## src/rtl/rca_pipe_addsub.sv

```systemverilog
// Pipelined ripple-carry adder/subtractor: SEG_W bits rippled per stage, carry registered between stages.
// Optional signed-overflow flag enabled by defining RCA_OVF_DETECT_EN (otherwise ovf is tied low).
module rca_pipe_addsub #(
  parameter int WIDTH = 32,
  parameter int SEG_W = 8
) (
  input  logic             clk,
  input  logic             rst,
  input  logic             in_valid,
  output logic             in_ready,
  input  logic [WIDTH-1:0] in0,
  input  logic [WIDTH-1:0] in1,
  input  logic             cin,
  input  logic             sub,
  output logic             out_valid,
  input  logic             out_ready,
  output logic [WIDTH-1:0] out,
  output logic             cout,
  output logic             ovf
);

  localparam int SEG_SAFE = (SEG_W < 1) ? 1 : SEG_W;
  localparam int STAGES   = WIDTH / SEG_SAFE;
  localparam int LAST     = STAGES - 1;

  if ((SEG_W < 1) || ((WIDTH % SEG_SAFE) != 0)) begin : g_bad_cfg
    $error("rca_pipe_addsub: WIDTH must be a positive multiple of SEG_W");
  end

  logic                stall;
  logic                en;
  logic [STAGES-1:0]   v_q, v_d;
  logic [STAGES-1:0]   c_q, c_d;
  logic [WIDTH-1:0]    a_q [STAGES];
  logic [WIDTH-1:0]    a_d [STAGES];
  logic [WIDTH-1:0]    b_q [STAGES];
  logic [WIDTH-1:0]    b_d [STAGES];
  logic [WIDTH-1:0]    s_q [STAGES];
  logic [WIDTH-1:0]    s_d [STAGES];
  logic [STAGES-1:0]   src_v, src_c;
  logic [WIDTH-1:0]    src_a [STAGES];
  logic [WIDTH-1:0]    src_b [STAGES];
  logic [WIDTH-1:0]    src_s [STAGES];
  logic [SEG_W:0]      seg;

  // A stall (result held, downstream not ready) freezes the entire pipeline.
  assign stall    = v_q[LAST] & ~out_ready;
  assign en       = ~stall;
  assign in_ready = ~stall;

  // Stage 0 takes the inverted operand and carry for subtraction; later stages read the previous register.
  assign src_a[0] = in0;
  assign src_b[0] = sub ? ~in1 : in1;
  assign src_c[0] = sub ? ~cin : cin;
  assign src_v[0] = in_valid;
  assign src_s[0] = '0;

  for (genvar k = 1; k < STAGES; k++) begin : g_chain
    assign src_a[k] = a_q[k-1];
    assign src_b[k] = b_q[k-1];
    assign src_c[k] = c_q[k-1];
    assign src_v[k] = v_q[k-1];
    assign src_s[k] = s_q[k-1];
  end

  always_comb begin
    seg = '0;
    for (int k = 0; k < STAGES; k++) begin
      seg = {1'b0, src_a[k][k*SEG_W +: SEG_W]}
          + {1'b0, src_b[k][k*SEG_W +: SEG_W]}
          + {{SEG_W{1'b0}}, src_c[k]};
      a_d[k] = src_a[k];
      b_d[k] = src_b[k];
      s_d[k] = src_s[k];
      s_d[k][k*SEG_W +: SEG_W] = seg[SEG_W-1:0];
      c_d[k] = seg[SEG_W];
      v_d[k] = src_v[k];
    end
  end

  always_ff @(posedge clk) begin
    if (rst) begin
      v_q <= '0;
      c_q <= '0;
      for (int k = 0; k < STAGES; k++) begin
        a_q[k] <= '0;
        b_q[k] <= '0;
        s_q[k] <= '0;
      end
    end else if (en) begin
      v_q <= v_d;
      c_q <= c_d;
      a_q <= a_d;
      b_q <= b_d;
      s_q <= s_d;
    end
  end

  assign out       = s_q[LAST];
  assign cout      = c_q[LAST];
  assign out_valid = v_q[LAST];

`ifdef RCA_OVF_DETECT_EN
  logic ovf_q, ovf_d;

  // Same-sign operands producing an opposite-sign result overflow the signed range.
  assign ovf_d = (a_d[LAST][WIDTH-1] == b_d[LAST][WIDTH-1]) &
                 (s_d[LAST][WIDTH-1] != a_d[LAST][WIDTH-1]);

  always_ff @(posedge clk) begin
    if (rst) begin
      ovf_q <= 1'b0;
    end else if (en) begin
      ovf_q <= ovf_d;
    end
  end

  assign ovf = ovf_q;
`else
  assign ovf = 1'b0;
`endif

endmodule

```

## config.mk

```make
export PLATFORM = sky130hd
export DESIGN_NAME = rca_pipe_addsub
export DESIGN_NICKNAME = d
export VERILOG_FILES = /design/src/rtl/rca_pipe_addsub.sv
export SDC_FILE = /design/constraint.sdc
export NUM_CORES = 1
export LEC_CHECK = 0
export ABC_CLOCK_PERIOD_IN_PS = 3400
export CAP_MARGIN = 20
export CORE_AREA = 2 2 140 142
export DETAILED_ROUTE_END_ITERATION = 8
export DIE_AREA = 0 0 142 144
export PLACE_DENSITY_LB_ADDON = 0.1
export SLEW_MARGIN = 10
export SYNTH_ARGS = -nofsm -noshare
export SYNTH_HDL_FRONTEND = slang
export SYNTH_SLANG_ARGS = --single-unit
```

## constraint.sdc

```tcl
create_clock -name clk -period 3.4 [get_ports clk]
set_clock_uncertainty 0.1 [all_clocks]
set_input_delay 0.68 -clock clk [delete_from_list [all_inputs] [get_ports clk]]
set_output_delay 0.68 -clock clk [all_outputs]
set_load 0.02 [all_outputs]
```

**Yosys cells after proc, flatten, opt, wreduce, memory -nomap -nowiden**

Cells that the tools add are included.

- Memory bits (writable): 0
- Output and inout bits: 36
- Memories: 0
- ROM bits: 0
- Register bits after elaboration: 280
- Latch bits: 0
- Word-level logic and storage cells: 27

- Equality and inequality tests: 0
- Shift operators: 0
- Muxes and demuxes: 2
- Divide/modulo/power cells: 0
- Multipliers: 0
- Reductions and logical operators: 0
- $add $sub $neg: 8
- $lt $le $gt $ge: 0
- Bitwise logic cells: 5

Operator list:

| kind | count |
|---|---|
| 8-bit by 8-bit adder with 9-bit output | 4 |
| 9-bit by 1-bit adder with 9-bit output | 4 |
| 32-bit 2-to-1 mux | 1 |
| 32-bit inverter | 1 |
| 1-bit inverter | 3 |
| 1-bit bitwise AND | 1 |
| 1-bit 2-to-1 mux | 1 |

**Depth between registers and ports, before layout**

Gate-level depths: netlist of run 1.

- Depth in word-level cells: 4
- Mapped depth: 11
- Depth with buffers taken out: 9

**Least setup slack after synthesis of run 1**

No wires, ideal clock.

- Kind: input to register
- Start point: input sub
- End point: register s_q (netlist bit s_d[68])
- Path buffers: 2
- Data required time: 3168 ps
- Stages on the path: 11
- Setup time: 132 ps
- Arrival time: 2640 ps
- Slack: 528 ps
- Path through: buf_2 -> buf_2 -> xor2_1 -> fa_1 -> inv_1 -> fa_1 -> nor2b_1 -> o21ai_0 -> or3b_2 -> nand3_1 -> a21oi_1

- Cells in the longest elaborated chain, start to end: 3
- Elaborated cells between the ends (all ways): 4
- Classes of those cells: add/sub: 2; mux: 2

Ends and longest elaborated chain:

| element | RTL line | RTL |
|---|---|---|
| from (decl) | 14 | `input logic sub,` |
| 32-bit 2-to-1 mux | 53 | `assign src_b[0] = sub ? ~in1 : in1;` |
| 8-bit by 8-bit adder with 9-bit output | 70 | `+ {1'b0, src_b[k][k*SEG_W +: SEG_W]}` |
| 9-bit by 1-bit adder with 9-bit output (*) | 71 | `+ {{SEG_W{1'b0}}, src_c[k]};` |
| to (signal, indexed assignment) | 88 | `s_q[k] <= '0;` |
| to (signal assigned) | 95 | `s_q <= s_d;` |
| to (decl) | 38 | `logic [WIDTH-1:0] s_q [STAGES];` |

Every way passes the cells marked *; elsewhere a longest branch is shown, timed or not.
A chain may end at the register's enable or synchronous reset.

**Final worst setup path of run 1**

- Start point: input out_ready
- End point: output in_ready

- Cells in the longest elaborated chain, start to end: 3

Ends and longest elaborated chain:

| element | RTL line | RTL |
|---|---|---|
| from (decl) | 16 | `input logic out_ready,` |
| 1-bit inverter | 47 | `assign stall = v_q[LAST] & ~out_ready;` |
| 1-bit bitwise AND | 47 |  |
| 1-bit inverter | 49 | `assign in_ready = ~stall;` |
| to (decl) | 10 | `output logic in_ready,` |

Every way passes these cells.

==> impl_results.md, run 1 <==
* Status: completed
* DR WL/cell at 13.2 um
* Yosys top cell by area: dfxtp_1
* Gr usage total at 16.8%
* Clk pwr share at 40.5%
* Initial Util at 40.8%
* Number of global-route vias before repair at 5,677
* Post-CTS resize count at 0
* Drt first pass iters at 5
* Period minus WS final at 2.69 ns
* Htree depth at 4
* Maximum fanout along the worst path at 2
* Post-Route Utilization at 50.0%
* WL final at 16,600 um
* CTS sink cnt at 184
* Die area at 20,400 um2
* Switch share at 25.6%
* Psw at 1280 uW
* Io pins at 106
* Clk slew on worst S/H paths at 0.07 ns
* Syn Area/Cell at 8.31 um2
* Global route hottest layer: met1
* M1 GR Usage at 26.2%
* Vias per Instance at 4.91
* Most used cell, CP: clkdlybuf4s50_1
* Pwr per Cell Area at 523 nW/um2
* Area grow syn2layout at 22.5%
* Final hold vios at 0
* Post-Syn Instances at 938
* Post-CTS Hold Fix Bufs at 0
* Flop pwr share at 47.6%
* Largest net degree at the start of global routing at 211
* Bufs and invs on worst path at 3
* Fmax at 372 MHz
* Ys Warns at 0
* Proportion of layout cells with a drive suffix above 1 at 4.52%
* Max-cap violations at 0
* Vias after detailed routing at 6,173
* Slowest stage delay, CP at 0.60 ns
* # Post-CTS Setup Buffers at 0
* GRT met3 Usage at 3.15%
* Rows at 51
* Lkg Pwr at 0.00375 uW
* Combinational fraction of design power at 11.9%
* Clock Tree Buf Depth at 2
* Slew Limit Fails at 0
* CP Launch Type: input port
* Post-Syn Area at 7790 um2
* Seq/Total Area, Yosys at 47.3%
* Grt total ovfl at 0
* Unrepaired setup endpoints after global routing: no
* Worst Tran Pin Value at 0.844 ns
* Cell family with most CP delay: buffers and inverters
* Setup CP Type: in2out
* Clk Tree Root Cell: clkbuf_16
* CP max-delay cell: clkdlybuf4s50_1
* Gp weighted congestion at 0.840
* Seq cells post-synth at 184
* Syn Nets at 1,044
* VDD IR-drop max at 359 uV
* Asr flop ratio synth at 0%
* HP Class: reg2reg
* Critical path required time at 2.62 ns
* Die Wd at 142 um
* Top cells by area, synth: dfxtp_1 47%, nand2_1 14%, a21oi_1 9.6%, ha_1 4.5%, xnor2_1 3.9%
* Layout Nets at 1,110
* CP Capture Type: primary output
* Post-synth top cells: 282 x nand2_1, 184 x dfxtp_1, 149 x a21oi_1, 42 x nor2_1, 35 x xnor2_1
* Number of port buffers at 104
* Core Region at 19,100 um2
* Die Y at 144 um
* DRC at 0
* Count leader, synth: nand2_1
* Final period util at 79.0%
* Met2 usage at 23.2%
* Initial antenna violation count at 1
* Filler cell count at 1,879
* Post-synth EDFFs at 0
* TNS Setup at 0 ns
* Post-route ant nets at 0
* Worst skew pair latency at 0.42 ns
* Ys flop type: dfxtp_1
* Global-route wire length before repair at 28,100 um
* Rel. slew slack at 43.7%
* Synth cell types at 39
* DRT iter0 DRCs at 383
* TritonCTS clock tree: yes
* Num CTS Buffers at 17
* Worst path cell trace: clkdlybuf4s50_1 > nor2b_4 > inv_6 > clkdlybuf4s50_1
* Pint at 3720 uW
* Crit path DAT at 1.91 ns
* DPL Wire Length at 10,800 um
* Final setup viols at 0
* Top-area cell type share of the netlist area at 47.3%
cells by family (layout without fill, tap and decap cells):
group                    after synthesis  in the layout  synth area share, %
buffers and inverters                 76            155                 4.29
flip-flops                           184            184                 47.3
AO/OA/AOI/OAI                        249            249                 19.3
XOR/XNOR                              47             47                 5.28
AND/OR/NAND/NOR                      345            345                 17.3
other                                  1              2               0.0481
adder cells (fa/ha/maj)               36             36                 6.55
cells in the final DEF, fill, tap and decap left out, types with 3 or more instances in the layout:
master	synthesis	routed
inv_6	0	4
nor2_1	42	42
buf_4	2	5
dfxtp_1	184	184
a21oi_1	149	149
a32o_1	6	6
and3_1	3	3
a221oi_1	3	3
clkbuf_16	0	17
a211o_1	7	7
a211oi_1	34	34
a21o_1	7	7
o21ai_0	12	12
clkdlybuf4s50_1	0	102
xor2_1	12	12
nor4_1	4	4
xnor2_1	35	35
inv_1	12	11
inv_8	0	6
o211ai_1	8	8
fa_1	8	8
o2111ai_1	4	4
nand2_1	282	282
buf_12	0	3
a31oi_1	4	4
or3_1	4	4
ha_1	28	28
nand3_1	5	5
layout make-up:
| cell class | instances | area [um2] | area share (%) |
|---|---|---|---|
| multi-input combinational | 678 | 3780 | 39.6 |
| timing repair buffer | 111 | 1120 | 11.8 |
| antenna | 1 | 2.50 | 0.0262 |
| tap | 238 | 298 | 3.12 |
| clock buffer | 18 | 429 | 4.50 |
| clock inverter | 14 | 176 | 1.85 |
| sequential | 184 | 3680 | 38.6 |
| inverter | 12 | 50.0 | 0.524 |
state kept, by name, summed over array words and instances (netlist names):
| name | flops |
|---|---|
| a_d | 48 |
| b_d | 48 |
| s_d | 48 |
| out | 32 |
| c_q | 4 |
| v_q | 4 |
power groups by stage:
| stage | clock network [uW] | registers [uW] | logic (uW) |
|---|---|---|---|
| 3_5_place_dp | 0 | 2430 | 593 |
| 6_report | 2020 | 2380 | 592 |
| 3_3_place_gp | 0 | 2430 | 592 |
| 5_1_grt | 2160 | 2400 | 666 |
| 4_1_cts | 2070 | 2380 | 597 |
| 2_1_floorplan | 0 | 2430 | 371 |
per-layer routing:
layer	vias up	routed length [um]	share of wire, %
met5	-	0	0
met3	15	549	3.3
met2	98	6570	40
met1	2743	9260	56
met4	0	218	1.3
li1	3317	-	-
path summary, 6_finish.rpt:
kind | end | slack [ns] | cells after the start | startpoint
max | in_ready | 0.71 | 4 | out_ready
min | out[3] | 0.35 | 2 | out[3]
max reg2reg | s_d[46] | 1.14 | 6 | c_q[0]
min reg2reg | out[3] | 0.35 | 2 | out[3]
stage by stage:
stage / hold WS (ns) / worst slack [ns] / instances / total power, uW / area (um2)
final: 0.349 / 0.714 / 1256 / 4990 / 9550
after floorplan: 0.332 / 0.528 / 938 / 2800 / 7790
after global placement: 0.338 / 0.353 / 1223 / 3020 / 8940
after global routing: 0.364 / 0.527 / 1256 / 5220 / 9550
after detailed placement: 0.342 / 0.323 / 1223 / 3020 / 8940
after CTS: 0.353 / 0.699 / 1255 / 5050 / 9540
tightest hold or removal path: stages, from the launching register on:
cell	delay, ns
dfxtp_1	0.31
nand2_1	0.05
a21oi_1	0.05
(Power assumes the default switching activity.)
==> run 2, diff against run 1 <==
--- a/config.mk
+++ b/config.mk
@@ -5,7 +5,7 @@
 export SDC_FILE = /design/constraint.sdc
 export NUM_CORES = 1
 export LEC_CHECK = 0
-export ABC_CLOCK_PERIOD_IN_PS = 3400
+export ABC_CLOCK_PERIOD_IN_PS = 2700
 export CAP_MARGIN = 20
 export CORE_AREA = 2 2 140 142
 export DETAILED_ROUTE_END_ITERATION = 8
==> constraint.sdc (replaced) <==
create_clock -name clk -period 2.7 [get_ports clk]
set_clock_uncertainty 0.1 [all_clocks]
set_input_delay 0.54 -clock clk [delete_from_list [all_inputs] [get_ports clk]]
set_output_delay 0.54 -clock clk [all_outputs]
set_load 0.02 [all_outputs]
==> impl_results.md, run 2 (same netlist as run 1, synthesis figures left out) <==
* Drt first pass iters at 4 (-1)
* Pre-CTS WS at -0.151 ns (-0.474 ns)
* Max-cap violations at 0 (unchanged)
* Hold Startpoint: out[2]
* Pint at 4530 uW (+22%)
* Global-route wire length before repair at 28,700 um (+2.4%)
* Rows at 51 (unchanged)
* Rel. slew slack at 46.1% (+2.3 points)
* R2R depth at 6 (unchanged)
* Gp weighted congestion at 0.791 (-5.8%)
* Pwr per Cell Area at 640 nW/um2 (+23%)
* Fin worst setup slack at 0.298 ns (-0.416 ns)
* Slowest stage delay, CP at 0.41 ns (-0.19 ns)
* Final hold vios at 0 (unchanged)
* Num CTS Buffers at 17 (unchanged)
* DRC at 0 (unchanged)
* Final period util at 89.0%
* Flop pwr share at 48.9% (+1.3 points)
* Crit path DAT at 2.62 ns (+0.71 ns)
* Area grow syn2layout at 22.7%
* VDD IR-drop max at 489 uV (+36%)
* Worst hold margin at 0.349 ns (+0.000710 ns)
* Finished Layout Cells at 1,262 (+0.48%)
* Placed insts at 1,230 (+0.57%)
* RR Startpoint: c_q[1]
* Commonest non-fill, non-tap cell in the layout: nand2_1
* Number of global-route vias before repair at 5,687 (+0.18%)
* Critical path required time at 2.91 ns (+0.29 ns)
* ANT cells at 0 (-1)
* Vias after detailed routing at 6,249 (+1.2%)
* Most frequent cells in the layout: 282 x nand2_1, 184 x dfxtp_1, 149 x a21oi_1
* Combinational fraction of design power at 12.4% (+0.5 points)
* Fmax at 416 MHz
* CP Launch Type: input port
* Final setup viols at 0 (unchanged)
* Placed instance area at 9000 um2 (+0.73%)
* CP Capture Type: flop
* Proportion of layout cells with a drive suffix above 1 at 5.27% (+0.75 points)
* Hold Crit Depth at 2 (unchanged)
* Die area at 20,400 um2 (unchanged)
* Maximum fanout along the worst path at 3 (+1)
* Design Area, Final at 9570 um2 (+0.21%)
* DR WL/cell at 13.4 um (+1.3%)
* Htree depth at 4 (unchanged)
* Die Wd at 142 um (unchanged)
* Psw at 1590 uW (+25%)
* WL final at 16,900 um (+1.8%)
* Hold EP: out[2]
* Die Y at 144 um (unchanged)
* Post-CTS Hold Fix Bufs at 0 (unchanged)
* Clock Tree Buf Depth at 2 (unchanged)
* Grt total ovfl at 0 (unchanged)
* Switch share at 26.0% (+0.43 points)
* Initial antenna violation count at 0 (-1)
* Initial Util at 40.8% (unchanged)
* Worst Tran Pin Value at 0.806 ns (-0.0381 ns)
* Flop2flop setup slack at 0.45 ns (-0.69 ns)
* Setup CP Type: in2reg
* TritonCTS clock tree: yes
* Status: completed
* R2r endpoint: s_d[22]
* Unrepaired setup endpoints after global routing: no
* CTS sink cnt at 184 (unchanged)
* Post-CTS resize count at 0 (unchanged)
* DPL Wire Length at 11,100 um (+2.8%)
* Post-route ant nets at 0 (unchanged)
* Vias per Instance at 4.95 (+0.75%)
* Layout Nets at 1,117 (+0.63%)
* Worst path cell trace: clkdlybuf4s50_1 > xor2_1 > fa_1 > inv_1 > fa_1 > nor2b_1 > nor4_1 > o21bai_1 > xor2_1 > a22o_1
* Clk Tree Root Cell: clkbuf_16
* Largest net degree at the start of global routing at 108 (-49%)
* Core Region at 19,100 um2 (unchanged)
* Io pins at 106 (unchanged)
* DRT iter0 DRCs at 450 (+17%)
* Period minus WS final at 2.40 ns
* Clk slew on worst S/H paths at 0.07 ns (about the same)
* # Post-CTS Setup Buffers at 0 (unchanged)
* Lkg Pwr at 0.00375 uW (+0.22%)
* Gr usage total at 17.3% (+0.50 points)
* Clk pwr share at 38.7% (-1.8 points)
* Slew Limit Fails at 0 (unchanged)
* Number of port buffers at 104 (unchanged)
* Worst skew pair latency at 0.42 ns (about the same)
* HP Class: reg2reg
* CP max-delay cell: clkdlybuf4s50_1
==> run 2: cell types whose count changed in the layout (fill, tap and decap cells not counted) <==
cell	previous run	this run
buf_12	3	4
inv_6	4	6
bufinv_16	2	0
buf_4	5	11
clkinvlp_4	0	3
clkinv_2	1	2
clkbuf_1	1	0
clkinv_4	2	0
diode_2	1	0
inv_8	6	3
clkbuf_8	0	2
==> run 2: area by class of cell <==
class | instances | area, um2
Timing Repair Buffer | 118 | 1190
Clock buffer | 19 | 453
Inverter | 12 | 50.0
Clock inverter | 13 | 110
Tap cell | 238 | 298
Sequential cell | 184 | 3680
Fill cell | 1893 | 9510
Multi-Input combinational cell | 678 | 3780
==> run 2: power groups by stage <==
stage / Sequential (uW) / Combinational (uW) / Clock, uW
floorplan: 3060 / 468 / 0
global placement: 3060 / 758 / 0
detailed placement: 3060 / 760 / 0
CTS: 3000 / 764 / 2450
global route: 3020 / 858 / 2550
finish: 3000 / 758 / 2370
==> run 2: critical path, delay by kind of cell <==
family	cells	cell delay, ns
xor gates and xnor gates	2	0.31
adders and majority gates	2	0.59
and+or+nand+nor	2	0.35
buffers and inverters	2	0.49
AOI/OAI and AO/OA	2	0.33
==> run 2: worst max path at each step <==
stage,from,to,depth (start not counted)
final,in1[0],s_d[70],10
after global routing,in1[0],c_q[0],10
after CTS,out_ready,in_ready,4
after detailed placement,in1[0],s_d[70],10
after global placement,in1[0],s_d[70],10
after floorplan,sub,s_d[68],11
==> run 2: per-stage QoR <==
stage          setup TNS [ns]  util, %  power [uW]
2_1_floorplan               0        -        3520
3_3_place_gp           -0.355     47.2        3810
3_5_place_dp           -0.457     47.2        3820
4_1_cts                     0     50.1        6210
5_1_grt                     0     50.1        6420
6_report                    0     50.1        6130
==> run 2: per-layer routing <==
layer / wire [um] / up-vias / global-route usage (%) / share of wire, %
li1: - / 3331 / - / -
met1: 9320 / 2792 / 27.1 / 55
met4: 184 / 0 / 6.37 / 1.1
met5: 0 / - / 0 / 0
met2: 6730 / 115 / 23.1 / 40
met3: 667 / 11 / 3.48 / 3.9
==> run 3, diff against run 2 <==
--- a/config.mk
+++ b/config.mk
@@ -10,7 +10,6 @@
 export CORE_AREA = 2 2 140 142
 export DETAILED_ROUTE_END_ITERATION = 8
 export DIE_AREA = 0 0 142 144
-export PLACE_DENSITY_LB_ADDON = 0.1
 export SLEW_MARGIN = 10
 export SYNTH_ARGS = -nofsm -noshare
 export SYNTH_HDL_FRONTEND = slang
==> impl_results.md, run 3 (same netlist as run 1, synthesis figures left out) <==
* Final setup viols at 0 (unchanged)
* CTS sink cnt at 184 (unchanged)
* HP Class: reg2reg
* Num CTS Buffers at 17 (unchanged)
* Worst Tran Pin Value at 0.847 ns (+0.0411 ns)
* DRC at 0 (unchanged)
* Worst path cell trace: clkdlybuf4s50_1 > nor2b_4 > inv_6 > clkdlybuf4s50_1
* Pwr Total at 6180 uW (+0.89%)
* Number of global-route vias before repair at 5,644 (-0.76%)
* VDD IR-drop max at 508 uV (+3.9%)
* Fmax at 409 MHz (-1.8%)
* Clock Tree Buf Depth at 2 (unchanged)
* Rel. slew slack at 43.3% (-2.7 points)
* Layout Nets at 1,115 (-0.18%)
* Die area at 20,400 um2 (unchanged)
* Most used cell, CP: clkdlybuf4s50_1
* Vias per Instance at 4.94 (-0.27%)
* TNS Setup at 0 ns (unchanged)
* Unrepaired setup endpoints after global routing: no
* # Post-CTS Setup Buffers at 0 (unchanged)
* Maximum fanout along the worst path at 6 (+3)
* Pwr per Cell Area at 647 nW/um2 (+0.95%)
* Die Y at 144 um (unchanged)
* Final hold vios at 0 (unchanged)
* Proportion of layout cells with a drive suffix above 1 at 5.09% (-0.19 points)
* Post-route ant nets at 0 (unchanged)
* CP max-delay cell: clkdlybuf4s50_1
* ANT cells at 0 (unchanged)
* Drt first pass iters at 4 (unchanged)
* Post-CTS resize count at 0 (unchanged)
* WL final at 16,500 um (-2.1%)
* DR WL/cell at 13.1 um (-1.9%)
* Initial Util at 40.8% (unchanged)
* Gr usage total at 16.7% (-0.61 points)
* Slowest stage delay, CP at 0.61 ns (+0.20 ns)
* DPL Wire Length at 10,900 um (-1.8%)
* Post-CTS Hold Fix Bufs at 0 (unchanged)
* Final period util at 90.6% (+1.6 points)
* Most frequent cells in the layout: 282 x nand2_1, 184 x dfxtp_1, 149 x a21oi_1
* DRT iter0 DRCs at 401 (-11%)
* Worst hold margin at 0.346 ns (-0.00386 ns)
* Global-route wire length before repair at 27,600 um (-3.8%)
* Htree depth at 4 (unchanged)
* TritonCTS clock tree: yes
* Period minus WS final at 2.45 ns (+0.0442 ns)
* Critical path required time at 2.06 ns (-0.85 ns)
* CP Capture Type: primary output
* Clk slew on worst S/H paths at 0.07 ns (about the same)
* Max-cap violations at 0 (unchanged)
* Setup CP Type: in2out
* Lkg Pwr at 0.00375 uW (-0.20%)
* Number of port buffers at 104 (unchanged)
* Initial antenna violation count at 0 (unchanged)
* Vias after detailed routing at 6,222 (-0.43%)
* Commonest non-fill, non-tap cell in the layout: nand2_1
* Filler cell count at 1,888 (-0.26%)
* Worst skew pair latency at 0.43 ns (about the same)
* Crit path DAT at 1.81 ns (-0.81 ns)
* Clk Tree Root Cell: clkbuf_16
* Die Wd at 142 um (unchanged)
* Gp weighted congestion at 0.820 (+3.7%)
* Largest net degree at the start of global routing at 113 (+4.6%)
* Core Region at 19,100 um2 (unchanged)
* Rows at 51 (unchanged)
* Io pins at 106 (unchanged)
* Area grow syn2layout at 22.7% (about the same)
* Slew Limit Fails at 0 (unchanged)
* CP Launch Type: input port
* Status: completed
* Grt total ovfl at 0 (unchanged)
-- run 3: cell count changes in the layout (fill, tap and decap cells not counted), sizes merged --
cell | previous run | this run
clkinv | 2 | 3
clkbuf | 19 | 17
bufinv | 0 | 1
buf | 16 | 14
-- run 3: layout make-up --
| class | count | area (um2) | share of cell area [%] |
|---|---|---|---|
| Sequential cell | 184 | 3680 | 38.5 |
| Timing Repair Buffer | 116 | 1160 | 12.1 |
| Tap cell | 238 | 298 | 3.11 |
| Multi-Input combinational cell | 678 | 3780 | 39.6 |
| Clock inverter | 15 | 159 | 1.66 |
| Inverter | 12 | 50.0 | 0.523 |
| Clock buffer | 17 | 425 | 4.45 |
-- run 3: critical path, delay by kind of cell --
family	cells	cell delay [ns]
buffers and inverters	3	1.19
and+or+nand+nor	1	0.07
-- run 3: power by group --
group	internal [uW]	switching, uW
combinational	374	370
sequential	2900	100
clock	1310	1130
-- run 3: layer usage --
layer,GRT usage (%),share of wire [%]
met5,0,0
met2,23.1,42
met4,6.16,0.86
met3,3.51,4.5
met1,25.4,53
-- run 3: path summary, 6_finish.rpt --
| path | startpoint | end | slack (ns) | cells after the start |
|---|---|---|---|---|
| setup / recovery | out_ready | in_ready | 0.25 | 4 |
| hold reg to reg | s_d[17] | out[17] | 0.35 | 2 |
| hold / removal | s_d[17] | out[17] | 0.35 | 2 |
| setup reg to reg | c_q[1] | s_d[22] | 0.47 | 6 |
-- run 3: stage by stage --
step / util (%) / std cells / setup WS, ns / instance area, um2
final: 50.1 / 1260 / 0.254 / 9560
after global routing: 50.1 / 1260 / 0.0785 / 9560
after CTS: 50.1 / 1260 / 0.238 / 9560
after detailed placement: 47.0 / 1228 / -0.147 / 8980
after global placement: 47.0 / 1228 / -0.150 / 8980
after floorplan: - / 938 / 0.00266 / 7800
